$ cat config.mk
export PLATFORM = sky130hd
export DESIGN_NAME = detect_seq_ctrl
export DESIGN_NICKNAME = d
export VERILOG_FILES = /design/src/rtl/detect_pkg.sv /design/src/rtl/pattern_shift_match.sv /design/src/rtl/detect_seq_ctrl.sv
export SDC_FILE = /design/constraint.sdc
export NUM_CORES = 1
export LEC_CHECK = 0
export ABC_AREA = 1
export CORE_ASPECT_RATIO = 1.4
export CORE_MARGIN = 2
export CORE_UTILIZATION = 35
export DETAILED_ROUTE_END_ITERATION = 7
export GPL_ROUTABILITY_DRIVEN = 1
export GPL_TIMING_DRIVEN = 0
export PLACE_DENSITY = 0.55
export SLEW_MARGIN = 10
export SYNTH_ARGS = -nofsm -noshare
export SYNTH_HDL_FRONTEND = slang
export SYNTH_HIERARCHICAL = 1
export SYNTH_SLANG_ARGS = --single-unit
$ cat constraint.sdc
create_clock -name clk -period 4.49 [get_ports clk]
set_input_delay 0.449 -clock clk [delete_from_list [all_inputs] [get_ports clk]]
set_output_delay 0.449 -clock clk [all_outputs]
set_load 0.005 [all_outputs]
$ cat src/rtl/detect_pkg.sv
// -----------------------------------------------------------------------------
// detect_pkg
// Shared definitions for the serial bit-pattern detector path.
//
// Contents:
//   DEF_DATA_W / DEF_PAT_W / DEF_CNT_W : default widths used by the modules
//   state_t                            : frame controller FSM states
//   RST_STATE                          : state entered on reset
//   RST_BIT                            : reset value of single-bit registers
//   fill_width()                       : bits needed to count 0..n inclusive
// -----------------------------------------------------------------------------
package detect_pkg;

   localparam int DEF_DATA_W = 8;
   localparam int DEF_PAT_W  = 4;
   localparam int DEF_CNT_W  = 8;

   typedef enum logic [2:0] {
      ST_IDLE  = 3'd0,
      ST_ARM   = 3'd1,
      ST_LOAD  = 3'd2,
      ST_SHIFT = 3'd3,
      ST_DONE  = 3'd4
   } state_t;

   localparam state_t RST_STATE = ST_IDLE;
   localparam logic   RST_BIT   = 1'b0;

   // The fill counter must be able to hold the value n itself, not just n-1.
   function automatic int fill_width(input int n);
      return (n < 1) ? 1 : $clog2(n + 1);
   endfunction

endpackage

$ cat src/rtl/pattern_shift_match.sv
// -----------------------------------------------------------------------------
// pattern_shift_match
// Shift-register history plus maskable compare against a target pattern.
//
// Parameters:
//   PAT_W   : history / pattern length in bits (>= 2)
// Ports:
//   clk     in   clock, rising edge
//   rst     in   synchronous active-high reset
//   clr     in   synchronous clear of history and fill counter
//   en      in   a new serial bit is present on din this cycle
//   din     in   serial bit, shifted into history bit 0 (newest)
//   pattern in   target pattern, bit PAT_W-1 oldest, bit 0 newest
//   mask    in   per-bit compare enable (0 = don't care)
//   match   out  combinational: the bit on din completes a match this cycle
//   hit     out  registered version of match (one cycle later)
// -----------------------------------------------------------------------------
module pattern_shift_match
   import detect_pkg::*;
#(
   parameter int PAT_W = DEF_PAT_W
) (
   input  logic             clk,
   input  logic             rst,
   input  logic             clr,
   input  logic             en,
   input  logic             din,
   input  logic [PAT_W-1:0] pattern,
   input  logic [PAT_W-1:0] mask,
   output logic             match,
   output logic             hit
);

   localparam int FILL_W = fill_width(PAT_W);
   localparam logic [FILL_W-1:0] FILL_FULL = FILL_W'(PAT_W);

   logic [PAT_W-1:0]  hist_q;
   logic [PAT_W-1:0]  hist_next;
   logic [FILL_W-1:0] fill_q;
   logic [FILL_W-1:0] fill_next;

   // Next history and fill level. History only moves when a bit arrives, so
   // gaps in the serial stream leave it untouched. The fill counter stops at
   // PAT_W and gates the compare, which keeps the all-zero reset history from
   // matching an all-zero (or fully masked) pattern before enough real bits
   // have been seen.
   always_comb begin
      hist_next = hist_q;
      fill_next = fill_q;
      if (en) begin
         hist_next = {hist_q[PAT_W-2:0], din};
         if (fill_q != FILL_FULL) begin
            fill_next = fill_q + FILL_W'(1);
         end
      end
   end

   // Compare on the post-shift history so the match belongs to the bit that
   // is arriving now; the registered hit then trails that bit by one cycle.
   assign match = en && (fill_next == FILL_FULL) &&
                  (((hist_next ^ pattern) & mask) == '0);

   // History, fill level and hit pulse registers.
   always_ff @(posedge clk) begin
      if (rst || clr) begin
         hist_q <= '0;
         fill_q <= '0;
         hit    <= RST_BIT;
      end else begin
         hist_q <= hist_next;
         fill_q <= fill_next;
         hit    <= match;
      end
   end

endmodule

$ cat src/rtl/detect_seq_ctrl.sv
// -----------------------------------------------------------------------------
// detect_seq_ctrl
// Frame-level controller for the serial bit-pattern detector. Accepts words
// over valid/ready, serialises them MSB-first, runs the bits through
// pattern_shift_match, counts overlapping matches per frame, raises a sticky
// threshold interrupt and pulses done at frame end.
//
// Parameters:
//   DATA_W : input word width (bits shifted per accepted word)
//   PAT_W  : pattern / history length (>= 2)
//   CNT_W  : hit counter and threshold width
// Ports:
//   clk          in   clock, rising edge
//   rst          in   synchronous active-high reset
//   start        in   begin a frame (only honoured in IDLE)
//   cfg_pattern  in   target pattern (bit PAT_W-1 oldest)
//   cfg_mask     in   per-bit compare enable
//   cfg_thresh   in   hit count that raises irq, 0 disables irq
//   s_valid      in   input word valid
//   s_data       in   input word
//   s_last       in   word is last of the frame
//   s_ready      out  controller can take a word (LOAD only)
//   bit_out      out  current serial bit
//   bit_valid    out  bit_out carries a bit this cycle
//   hit          out  one-cycle match pulse
//   hit_count    out  saturating hit count for the current frame
//   irq          out  sticky threshold interrupt
//   busy         out  not IDLE
//   done         out  one-cycle frame-complete pulse
// -----------------------------------------------------------------------------
module detect_seq_ctrl
   import detect_pkg::*;
#(
   parameter int DATA_W = DEF_DATA_W,
   parameter int PAT_W  = DEF_PAT_W,
   parameter int CNT_W  = DEF_CNT_W
) (
   input  logic              clk,
   input  logic              rst,
   input  logic              start,
   input  logic [PAT_W-1:0]  cfg_pattern,
   input  logic [PAT_W-1:0]  cfg_mask,
   input  logic [CNT_W-1:0]  cfg_thresh,
   input  logic              s_valid,
   input  logic [DATA_W-1:0] s_data,
   input  logic              s_last,
   output logic              s_ready,
   output logic              bit_out,
   output logic              bit_valid,
   output logic              hit,
   output logic [CNT_W-1:0]  hit_count,
   output logic              irq,
   output logic              busy,
   output logic              done
);

   localparam int IDX_W = (DATA_W > 1) ? $clog2(DATA_W) : 1;
   localparam logic [IDX_W-1:0] IDX_LAST = IDX_W'(DATA_W - 1);

   state_t            state_q;
   state_t            state_next;

   logic [DATA_W-1:0] sreg_q;
   logic [IDX_W-1:0]  idx_q;
   logic              last_q;

   logic [PAT_W-1:0]  pat_q;
   logic [PAT_W-1:0]  mask_q;
   logic [CNT_W-1:0]  thresh_q;

   logic [CNT_W-1:0]  cnt_q;
   logic [CNT_W-1:0]  cnt_inc;
   logic              irq_q;

   logic              start_ok;
   logic              accept;
   logic              shifting;
   logic              word_end;
   logic              arm_clr;
   logic              match_now;
   logic              hit_reg;

   assign start_ok = (state_q == ST_IDLE) && start;
   assign accept   = (state_q == ST_LOAD) && s_valid;
   assign shifting = (state_q == ST_SHIFT);
   assign word_end = shifting && (idx_q == IDX_LAST);
   assign arm_clr  = (state_q == ST_ARM);

   // Saturating increment so a long frame parks at all-ones instead of
   // wrapping back below the threshold.
   assign cnt_inc = (cnt_q == '1) ? cnt_q : cnt_q + CNT_W'(1);

   // FSM state register.
   always_ff @(posedge clk) begin
      if (rst) begin
         state_q <= RST_STATE;
      end else begin
         state_q <= state_next;
      end
   end

   // Next-state and Moore outputs. LOAD always costs at least one cycle per
   // word, so consecutive words are separated by a bit_valid=0 cycle; the
   // matcher simply holds its history through it.
   always_comb begin
      state_next = state_q;
      s_ready    = 1'b0;
      bit_valid  = 1'b0;
      bit_out    = 1'b0;
      busy       = 1'b1;
      done       = 1'b0;
      case (state_q)
         ST_IDLE: begin
            busy = 1'b0;
            if (start) begin
               state_next = ST_ARM;
            end
         end
         ST_ARM: begin
            state_next = ST_LOAD;
         end
         ST_LOAD: begin
            s_ready = 1'b1;
            if (s_valid) begin
               state_next = ST_SHIFT;
            end
         end
         ST_SHIFT: begin
            bit_valid = 1'b1;
            bit_out   = sreg_q[DATA_W-1];
            if (word_end) begin
               state_next = last_q ? ST_DONE : ST_LOAD;
            end
         end
         ST_DONE: begin
            done       = 1'b1;
            state_next = ST_IDLE;
         end
         default: begin
            state_next = ST_IDLE;
         end
      endcase
   end

   // Serialiser: the word is captured on the handshake, then shifted left so
   // the MSB always sits at the output tap.
   always_ff @(posedge clk) begin
      if (rst) begin
         sreg_q <= '0;
         idx_q  <= '0;
         last_q <= RST_BIT;
      end else if (accept) begin
         sreg_q <= s_data;
         idx_q  <= '0;
         last_q <= s_last;
      end else if (shifting) begin
         sreg_q <= sreg_q << 1;
         idx_q  <= idx_q + IDX_W'(1);
      end
   end

   // Configuration is latched once per frame so the producer may change the
   // cfg_* inputs freely while a frame is running.
   always_ff @(posedge clk) begin
      if (rst) begin
         pat_q    <= '0;
         mask_q   <= '0;
         thresh_q <= '0;
      end else if (start_ok) begin
         pat_q    <= cfg_pattern;
         mask_q   <= cfg_mask;
         thresh_q <= cfg_thresh;
      end
   end

   // Hit counter and sticky interrupt. Counting uses the matcher's
   // combinational match so the count updates on the same edge the hit pulse
   // rises; both results then hold through DONE and IDLE until the next start.
   always_ff @(posedge clk) begin
      if (rst) begin
         cnt_q <= '0;
         irq_q <= RST_BIT;
      end else if (start_ok) begin
         cnt_q <= '0;
         irq_q <= 1'b0;
      end else if (match_now) begin
         cnt_q <= cnt_inc;
         if ((thresh_q != '0) && (cnt_inc == thresh_q)) begin
            irq_q <= 1'b1;
         end
      end
   end

   pattern_shift_match #(
      .PAT_W (PAT_W)
   ) u_match (
      .clk     (clk),
      .rst     (rst),
      .clr     (arm_clr),
      .en      (shifting),
      .din     (sreg_q[DATA_W-1]),
      .pattern (pat_q),
      .mask    (mask_q),
      .match   (match_now),
      .hit     (hit_reg)
   );

   assign hit       = hit_reg;
   assign hit_count = cnt_q;
   assign irq       = irq_q;

endmodule
* Word-level counts from Yosys, hierarchy flattened
Index checks and enable logic that the tools add are counted.
** Operators by class
- Reductions and logical operators :: 15
- Add/subtract/negate cells :: 3
- Muxes and demuxes :: 16
- Equality and inequality tests :: 12
- Bitwise gates (word level) :: 2
** Operators with widths (number)
- 2-to-1 mux 8 bit :: 3
- 2-to-1 mux 3 bit :: 6
- one-hot mux 3 bit (4 select lines) :: 1
- == test 3 bit, second input constant :: 3
- adder 8 x 1 -> 8 bit, second input constant :: 1
- == test 8 bit :: 1
- == test 8 bit, second input constant :: 1
- nonzero test 8 bit :: 1
- adder 3 x 1 -> 3 bit, second input constant :: 2
- == test 3 x 2 -> 1 bit, second input constant :: 2
- logical AND 1 bit :: 6
- 2-to-1 mux 1 bit :: 5
- AND 4 bit :: 1
- zero test 4 bit :: 1
- 2-to-1 mux 4 bit :: 1
- != test 2 bit, second input constant :: 2
- OR reduction 2 bit :: 2
- XOR 4 bit :: 1
- == test 3 x 1 -> 1 bit, second input constant :: 1
- zero test 3 bit :: 1
- != test 3 bit, second input constant :: 1
- AND reduction 3 bit :: 1
- != test 2 x 1 -> 1 bit, second input constant :: 1
- AND reduction 2 bit :: 1
- other kinds (2) :: 2
** Word-level totals
- Bits in registers :: 48

* Depth between registers and ports, before layout
Gate-level depths: netlist of run 1.
- Word-level depth :: 7
- Gate-level depth with buffers :: 20

* Hierarchy
Netlist of run 1, hierarchy kept.
** Modules (own cells, without submodules)
- detect_seq_ctrl :: times used 1, area an instance 1949.4 um^2, cells an instance 283
- pattern_shift_match :: times used 1, area an instance 484.2 um^2, cells an instance 78

* Least setup slack after synthesis of run 1
No wires, ideal clock.
- Path kind :: register -> register
- From :: register state_q[1]
- To :: register irq_q, in the netlist irq
- Cell stages (with the launch flop) :: 19
- Data required time :: 4419 ps
- Path buffers :: 3
- Path slack :: 1868 ps
- Data arrival time :: 2551 ps
- Period minus slack after synthesis :: 2622 ps
- Cells stage by stage :: dfxtp_1 > inv_1 > nor3_4 > clkbuf_1 > buf_6 > inv_4 > or2_4 > a21oi_2 > nand2_1 > nor2_1 > nand2_1 > inv_1 > buf_2 > clkinv_1 > nor2_1 > nand2_1 > nor2_1 > nand4_1 > a21oi_1
** Between the ends
- Word-level cells in the longest chain between the ends :: 7
- Elaborated cells on any way between the ends :: 13
** Ends and longest elaborated chain
- from (decl) :: line detect_seq_ctrl.sv:60 : state_t state_q;
- from (signal assigned) :: line detect_seq_ctrl.sv:98 : state_q <= state_next;
- == test 3 x 2 -> 1 bit (*) :: line detect_seq_ctrl.sv:85 : assign shifting = (state_q == ST_SHIFT);
- 2-to-1 mux 4 bit :: line pattern_shift_match.sv:50 : if (en) begin
- XOR 4 bit :: line pattern_shift_match.sv:61 : (((hist_next ^ pattern) & mask) == '0);
- AND 4 bit :: line pattern_shift_match.sv:61
- zero test 4 bit :: line pattern_shift_match.sv:61
- logical AND 1 bit (*) :: line pattern_shift_match.sv:60 : assign match = en && (fill_next == FILL_FULL) &&
- net match_now :: line detect_seq_ctrl.sv:80 : logic match_now;
- AND reduction 2 bit (no line) (*)
- to (signal assigned) :: line detect_seq_ctrl.sv:182 : irq_q <= RST_BIT;
- to (signal assigned) :: line detect_seq_ctrl.sv:185 : irq_q <= 1'b0;
- to (signal assigned) :: line detect_seq_ctrl.sv:189 : irq_q <= 1'b1;
- to (decl) :: line detect_seq_ctrl.sv:73 : logic irq_q;
The timed path passes the listed nets; every way through them passes the cells marked *.
A chain may end at the register's enable or synchronous reset.

* Worst setup path in the final report of run 1
Ends and elaborated chain as after synthesis.

==> reports/summary.txt, run 1 <==
share of cells above drive strength 1 - 0.05097
cell family with most CP delay - buffers and inverters
Clock Tree Buf Depth - 2
complex-gate fraction of the synthesized area - 0.1692
vias per cell - 4.607
Synth top area share - 0.3949
crit-path max cell delay - 0.44 ns
period utilization - 0.7367
Buf/Inv on CP - 7
chip height - 102.7 um
reg2reg start - state_q[1]
gr usage total - 0.1665
hold path depth - 2
Syn-to-layout area delta - 26.27%
actual slew at the worst max-slew pin - 0.5166 ns
core area - 6847 um^2
Setup CP Type - flip-flop to flip-flop
initial antenna violation count - 0
final routed DRC violation total - 0
R2R setup slack - 1.18 ns
status - finished, final reports clean
main combinational cell family by area after synthesis - simple AND/OR/NAND/NOR gates
Hold Crit Start - mask_q[2]
Final WS setup - 1.182 ns
GRT Max-Usage Layer - met2
count leader, synth - nand2_1
Mapped Nets - 395
Synth Area in Simple Gates - 0.2956
Lkg Pwr - 1.266 nW
skew final - 0.004587 ns
worst min path class - flip-flop to flip-flop
largest net degree at the start of global routing - 14
Ant. Diodes - 0
GPL Wtd Cong - 0.7594
sw frac - 0.3331
die width - 74.48 um
cell-internal power - 0.0007418 W
CP startpoint kind - flip-flop
die area - 7646 um^2
R2R cell count - 18
Place WS - 1.134 ns
port buffer count - 43
grt met3 use - 0.02444
Initial Util - 0.3554
top post-synthesis cells by count - nand2_1 (88), inv_1 (53), dfxtp_1 (48)
CTS tree - done
VDD IR max - 0.1744 mV
worst skew pair latency - 0.29 ns
# setup viols final - 0
MaxCap Viol Count - 0
remaining antenna violation count - 0
# rows - 36
Worst Path Max Fanout - 11
post-CTS sizing - 0
min Tclk post-route - 3.308 ns
Reg power frac - 0.468
Cells after Synth - 361
hold buffer count at cts - 0
1st-iter DRT viols - 37
Hold EP - mask_q[2]
WL/cell - 11.84 um
r2r endpoint - irq
Max-slew headroom - 0.6556
Hold Violations, Final - 0
drt first pass iters - 4
P per Cell Area - 362.0 nW/um^2
Clock Power Share - 0.242
Inserted Clock Buffers - 5
Via Count - 2336
Critical Path RT - 4.72 ns
power share of the combinational group - 0.290
Synth area leaders - dfxtp_1 (39%), nand2_1 (14%), inv_1 (8.2%)
xor and xnor area share after synthesis - 0.007198
CP endpoint kind - flip-flop
Final #Nets - 445
multiplexer share of the synthesized area - 0
CTS Sinks - 48
first-pass GRT wire length - 9901 um
sequential fraction of the synthesis area - 0.3949
total grt overflow - 0
setup bufs post-CTS - 0
fmax - 0.3023 GHz
Max Slew Vio Count - 0
CP cell instances - inv_1 > nor3_4 > clkbuf_1 > buf_6 > inv_4 > or2_4 > a21oi_2 > nand2_1 > nor2_1 > nand2_1 > inv_1 > buf_2 > clkinv_1 > nor2_1 > nand2_1 > nor2_1 > nand4_1 > a21oi_1
area leader, netlist - dfxtp_1
CP max-delay cell - clkbuf_1
synthesized-area fraction occupied by adder cells - 0.02571
met2 GRT Util - 0.3213
M1 GR Usage - 0.1852
Root Driver - clkbuf_8
final wirelength - 6003 um
Post-synth EDFFs - 0
Cell Area, Synth - 2434 um^2
Synth async-reset ratio - 0
vias in the first global route - 2206
worst path arrival time - 3.53 ns
distinct cell type count after synthesis - 29
IO Count - 44
post-DP HPWL - 4745 um
top_reg_cell synth - dfxtp_1
RSZ-0062 raised after global routing - no
CTS clk-pin slew, worst paths - 0.09 ns
htree depth - 2
flops & latches, synth - 48
Syn Area/Cell - 6.741 um^2
sw power - 0.0003705 W
synth warn - 6
setup TNS after final layout - 0 ns
-- power groups by stage --
stage / Combinational, W / Sequential, W / Clock (W)
after floorplan: 0.000219 / 0.000523 / 0
after global placement: 0.000323 / 0.000530 / 0
after detailed placement: 0.000326 / 0.000531 / 0
after CTS: 0.000328 / 0.000521 / 0.000276
after global routing: 0.000372 / 0.000529 / 0.000295
final: 0.000322 / 0.000521 / 0.000269
-- cell families after synthesis --
kind of cell               Yosys count
xor gates and xnor gates             2
adders and majority gates            5
buffers and inverters               66
AOI/OAI and AO/OA                   78
and+or+nand+nor                    162
DFF                                 48
-- how the worst max path moves through the flow --
stage               slack [ns]        from  depth (start not counted)  end
floorplan                 1.87  state_q[1]                         18  irq
global placement          1.10  state_q[1]                         18  irq
detailed placement        1.13  state_q[1]                         18  irq
CTS                       1.11  state_q[1]                         18  irq
global route              0.78  state_q[1]                         18  irq
finish                    1.18  state_q[1]                         18  irq
-- placed cells by master, fill, tap and decap left out, drive strengths merged, types with 4 or more instances in the layout --
cell type      instances
nand2                 89
inv                   54
dfxtp                 48
clkdlybuf4s50         43
o21ai                 35
nor2                  34
a21oi                 33
nand3                 25
clkbuf                15
nand4                  6
a31oi                  6
ha                     5
buf                    4
nor3                   4
-- per-layer routing --
layer | vias up | wire (um)
met1 | 1029 | 2521
li1 | 1258 | -
met2 | 41 | 3241
met5 | - | 0
met3 | 8 | 157
met4 | 0 | 82
-- stage by stage --
| step | util | hold WS, ns | cell area [um^2] | power [W] | instances |
|---|---|---|---|---|---|
| final | 0.4488 | 0.4495 | 3073 | 0.001112 | 507 |
| after detailed placement | 0.4357 | 0.4428 | 2983 | 0.0008575 | 499 |
| after CTS | 0.4488 | 0.4562 | 3073 | 0.001125 | 507 |
| after global placement | 0.4357 | 0.4375 | 2983 | 0.0008527 | 499 |
| after global routing | 0.4488 | 0.4751 | 3073 | 0.001195 | 507 |
| after floorplan | - | 0.4237 | 2434 | 0.0007423 | 361 |
-- area by class of cell --
| cell class | instances | area (um^2) |
|---|---|---|
| Buffer | 11 | 52.55 |
| Clock buffer | 8 | 90.09 |
| Fill cell | 745 | 3774 |
| Inverter | 55 | 209.0 |
| Multi-Input combinational cell | 247 | 1211 |
| Sequential cell | 48 | 960.9 |
| Tap cell | 95 | 118.9 |
| Timing Repair Buffer | 43 | 430.4 |
-- tightest hold or removal path: stages, from the launching register on --
cell and delay (ns):
dfxtp_1 0.32, inv_1 0.05, a21oi_1 0.05
Note: power is estimated with default switching activity, not from simulation.
==> run 2, diff against run 1 <==
--- a/config.mk
+++ b/config.mk
@@ -12,7 +12,7 @@
 export DETAILED_ROUTE_END_ITERATION = 7
 export GPL_ROUTABILITY_DRIVEN = 1
 export GPL_TIMING_DRIVEN = 0
-export PLACE_DENSITY = 0.55
+export PLACE_DENSITY = 0.57
 export SLEW_MARGIN = 10
 export SYNTH_ARGS = -nofsm -noshare
 export SYNTH_HDL_FRONTEND = slang
==> constraint.sdc (replaced) <==
create_clock -name clk -period 3 [get_ports clk]
set_input_delay 0.3 -clock clk [delete_from_list [all_inputs] [get_ports clk]]
set_output_delay 0.3 -clock clk [all_outputs]
set_load 0.005 [all_outputs]
==> reports/summary.txt, run 2 (synthesized netlist as in run 1, its figures left out) <==
die area - 7646 um^2
port buffer count - 43
initial antenna violation count - 0
VDD IR max - 0.2460 mV
Root Driver - clkbuf_8
Critical Path RT - 3.23 ns
htree depth - 2
worst skew pair latency - 0.30 ns
Via Count - 2330
final routed DRC violation total - 0
chip height - 102.7 um
final wirelength - 5813 um
power share of the combinational group - 0.298
status - finished, final reports clean
WL/cell - 11.44 um
P per Cell Area - 531.1 nW/um^2
Initial Util - 0.3554
register area - 960.9 um^2
first-pass GRT wire length - 9584 um
Final WS setup - 0.2621 ns
CTS clk-pin slew, worst paths - 0.09 ns
drt first pass iters - 4
period utilization - 0.9126
vias in the first global route - 2188
cell-internal power - 0.001089 W
multi-input logic area - 1211 um^2
vias per cell - 4.587
1st-iter DRT viols - 79
# setup viols final - 0
Fill cells - 759
min Tclk post-route - 2.738 ns
CP startpoint kind - flip-flop
Layout Utilization - 0.4507
Max-slew headroom - 0.6426
Clock Power Share - 0.227
MaxCap Viol Count - 0
final hold slack - 0.4495 ns
post-DP HPWL - 4542 um
Reg power frac - 0.475
Final #Nets - 447
IO Count - 44
largest net degree at the start of global routing - 14
Inserted Clock Buffers - 5
sw frac - 0.3355
Place WS - -0.2835 ns
skew final - 0.008142 ns
sw power - 0.0005498 W
Setup CP Type - flip-flop to flip-flop
GPL Wtd Cong - 0.8322
total grt overflow - 0
most frequent cells in the layout - nand2_1 (88), inv_1 (53), dfxtp_1 (48)
CTS tree - done
# rows - 36
CP endpoint kind - flip-flop
core area - 6847 um^2
fmax - 0.3652 GHz
Syn-to-layout area delta - 26.79%
Hold Violations, Final - 0
Lkg Pwr - 1.279 nW
Worst Path Max Fanout - 11
hold buffer count at cts - 0
share of cells above drive strength 1 - 0.06053
Ant. Diodes - 0
gr usage total - 0.1629
die width - 74.48 um
actual slew at the worst max-slew pin - 0.5361 ns
CTS Sinks - 48
remaining antenna violation count - 0
Max Slew Vio Count - 0
setup TNS after final layout - 0 ns
Clock Tree Buf Depth - 2
worst min path class - flip-flop to flip-flop
commonest non-fill, non-tap cell in the layout - nand2_1
worst path arrival time - 2.97 ns
[run 2: cell count changes in the layout (fill, tap and decap cells not counted), sizes merged]
cell    before  now
clkbuf      15   12
buf          4    7
inv         54   55
[run 2: layout make-up]
class	count	area share
timing repair buffer	45	0.1444
buffer	11	0.01946
tap	95	0.03852
clock buffer	6	0.02352
multi-input combinational	247	0.3925
clock inverter	1	0.001622
inverter	55	0.06853
sequential	48	0.3114
[run 2: critical path, stage by stage, from the launching register on]
cell     delay (ns)
dfxtp_1        0.41
inv_1          0.11
nor3_4         0.25
buf_6          0.19
buf_6          0.16
inv_4          0.06
or2_4          0.23
a21oi_2        0.09
nand2_1        0.06
nor2_1         0.08
nand2_1        0.09
inv_1          0.06
buf_2          0.21
inv_4          0.09
nor2_1         0.11
nand2_1        0.06
nor2_1         0.14
nand4_1        0.14
a21oi_1        0.14
[run 2: path summary, 6_finish.rpt]
| path | startpoint | to | slack (ns) | cells past startpoint |
|---|---|---|---|---|
| max | state_q[0] | irq | 0.26 | 18 |
| min | mask_q[2] | mask_q[2] | 0.45 | 2 |
| max reg2reg | state_q[0] | irq | 0.26 | 18 |
| min reg2reg | mask_q[2] | mask_q[2] | 0.45 | 2 |
[run 2: power groups by stage]
stage | Combinational [W] | Sequential, W | Clock [W]
floorplan | 0.000329 | 0.000782 | 0
global placement | 0.000477 | 0.000792 | 0
detailed placement | 0.000484 | 0.000794 | 0
CTS | 0.000487 | 0.000779 | 0.000387
global route | 0.000558 | 0.000789 | 0.000412
finish | 0.000488 | 0.000779 | 0.000372
[run 2: what timing repair did]
action / in CTS / in global routing
resized for setup: 3 / 3
endpoints found under the setup margin: 1 / 1
setup buffers: 0 / 2
pin swaps: 0 / 1
[run 2: routing by layer]
| metal | vias up | routed length (um) | track usage |
|---|---|---|---|
| met5 | - | 0 | 0 |
| met4 | 0 | 55 | 0.05495 |
| met3 | 5 | 235 | 0.02933 |
| met2 | 47 | 2938 | 0.3009 |
| met1 | 1017 | 2584 | 0.1846 |
| li1 | 1261 | - | - |
[run 2: through the flow]
| stage | power (W) | cell area [um^2] | cells |
|---|---|---|---|
| finish | 0.001639 | 3085 | 508 |
| floorplan | 0.001111 | 2434 | 361 |
| detailed placement | 0.001277 | 2983 | 499 |
| global route | 0.001760 | 3085 | 508 |
| global placement | 0.001269 | 2983 | 499 |
| CTS | 0.001654 | 3065 | 506 |
==> RTL edit, RTL diff (config.mk and constraints of run 1) <==
Register the output `hit_count` once more, cleared by the reset; this adds one clock of latency there. The other outputs are not delayed to match.
--- a/src/rtl/detect_seq_ctrl.sv
+++ b/src/rtl/detect_seq_ctrl.sv
@@ -206,7 +206,13 @@
    );
 
    assign hit       = hit_reg;
-   assign hit_count = cnt_q;
+   always_ff @(posedge clk) begin
+      if (rst) begin
+         hit_count <= '0;
+      end else begin
+         hit_count <= cnt_q;
+      end
+   end
    assign irq       = irq_q;
 
 endmodule
Formal check against the unedited RTL: not equivalent (Yosys sat finds a counterexample within 10 cycles, from zero or initial values and one cycle with rst high).
==> RTL edit against run 1 <==
Setup slack improved by 580 ps; clock power rose by 25%; power rose by 18%; count of clock-buffer cells in the layout fell by 2; non-clock buffer count rose by 2; sequential power rose by 15%; largest power group unchanged; wire length fell by 3.9%; highest routed layer unchanged; area after synthesis rose by 7.7%; design area rose by 6.9%; sequential cell count rose by 8.
==> RTL edit: results (changes against run 1) <==
| Metric | Value |
|---|---|
| XOR/XNOR share of the synthesized area | 0.668% (was 0.720%) |
| Fillers | 809 (was 745) |
| HPWL after detailed placement | 4.52 mm (was 4.74 mm) |
| WL per Instance | 11.0 um (was 11.8 um) |
| Synth cell types | 32 (was 29) |
| Largest net degree at the start of global routing | 18 (was 14) |
| Layout cells sized above 1 | 6.06% (was 5.10%) |
| Slew headroom | 67.8% (was 65.6%) |
| Syn_nets | 412 (was 395) |
| P_leak | 1.37 nW (was 1.27 nW) |
| Worst skew pair latency | 310 ps (was 290 ps) |
| Final Net Count | 462 (was 445) |
| Met1 usage | 17.2% (was 18.5%) |
| Outcome | finished clean (unchanged) |
| M2 GR Usage | 28.1% (was 32.1%) |
| Seq/Total Area, Yosys | 42.8% (was 39.5%) |
| R2R Setup Slk | 1760 ps (was 1180 ps) |
| Via Count | 2,420 (was 2,336) |
| Global-route usage over all layers | 15.1% (was 16.6%) |
| Vias in the first global route | 2,320 (was 2,206) |
| VDD IR max | 0.000234 V (was 0.000174 V) |
| Worst Reg-to-Reg Cells | 17 (was 18) |
| Placer Congestion | 0.806 (was 0.759) |
| PortBufs | 43 (unchanged) |
| Post-synthesis compound-gate area fraction | 15.3% (was 16.9%) |
| GR Util met3 | 2.46% (was 2.44%) |
| Global-route wire length before repair | 10.2 mm (was 9.90 mm) |
| Post-synth top cells | 96 x nand2_1, 56 x dfxtp_1, 56 x inv_1, 35 x nor2_1, 32 x a21oi_1 (was 88 x nand2_1, 53 x inv_1, 48 x dfxtp_1, 35 x o21ai_0) |
[RTL edit: area by class of cell]
cell class	instances	area share (%)
Clock inverter	2	1.18
Buffer	13	2.29
Clock buffer	6	2.21
Sequential cell	56	34.1
Timing Repair Buffer	43	13.1
Inverter	58	6.70
Tap cell	97	3.70
Multi-Input combinational cell	251	36.7
[RTL edit: critical path: stages (launching register included)]
cell and delay [ps]:
dfxtp_1 390, inv_1 100, nor3_2 250, buf_2 290
buf_6 180, inv_4 60, nand2_1 60, and2_1 140
nor2_1 50, nor2_1 110, nor2_1 60, nand2_1 90
inv_1 70, inv_1 170, clkbuf_1 350, a21oi_1 110
o21ai_0 90, inv_1 60
[RTL edit: per-layer routing]
metal / part of all wire, % / wire length, um
met3: 2.8 / 164
met1: 45 / 2570
met5: 0 / 0
met2: 50 / 2910
met4: 2.2 / 124
[RTL edit: cells by family (layout without fill, tap and decap cells)]
logic type	count (synthesis)	in the layout
XOR/XNOR	2	2
AND/OR/NAND/NOR	171	171
adder cells (fa/ha/maj)	5	5
buffers and inverters	71	122
AO/OA/AOI/OAI	73	73
flip-flops	56	56
[RTL edit: power by group through the flow]
stage          sequential [mW]  combinational, mW  clock, mW
2_1_floorplan            0.603              0.262          0
3_3_place_gp             0.610              0.374          0
3_5_place_dp             0.612              0.377          0
4_1_cts                  0.600              0.379      0.349
5_1_grt                  0.609              0.427      0.370
6_report                 0.600              0.374      0.336
[RTL edit: worst min path at each step]
stage | startpoint | slack [ps] | endpoint | cells after the start
after floorplan | pat_q[3] | 420 | pat_q[3] | 2
after global placement | pat_q[3] | 440 | pat_q[3] | 2
after detailed placement | pat_q[3] | 440 | pat_q[3] | 2
after CTS | pat_q[3] | 460 | pat_q[3] | 2
after global routing | mask_q[2] | 470 | mask_q[2] | 2
final | pat_q[3] | 450 | pat_q[3] | 2
[RTL edit: per-stage QoR]
| step | worst slack [ps] | area [um2] | std cells | hold WS (ps) |
|---|---|---|---|---|
| 4_1_cts | 1700 | 3280 | 526 | 456 |
| 6_report | 1760 | 3280 | 526 | 452 |
| 5_1_grt | 1470 | 3280 | 526 | 472 |
| 2_1_floorplan | 2300 | 2620 | 378 | 424 |
| 3_5_place_dp | 1720 | 3170 | 518 | 440 |
| 3_3_place_gp | 1780 | 3170 | 518 | 437 |
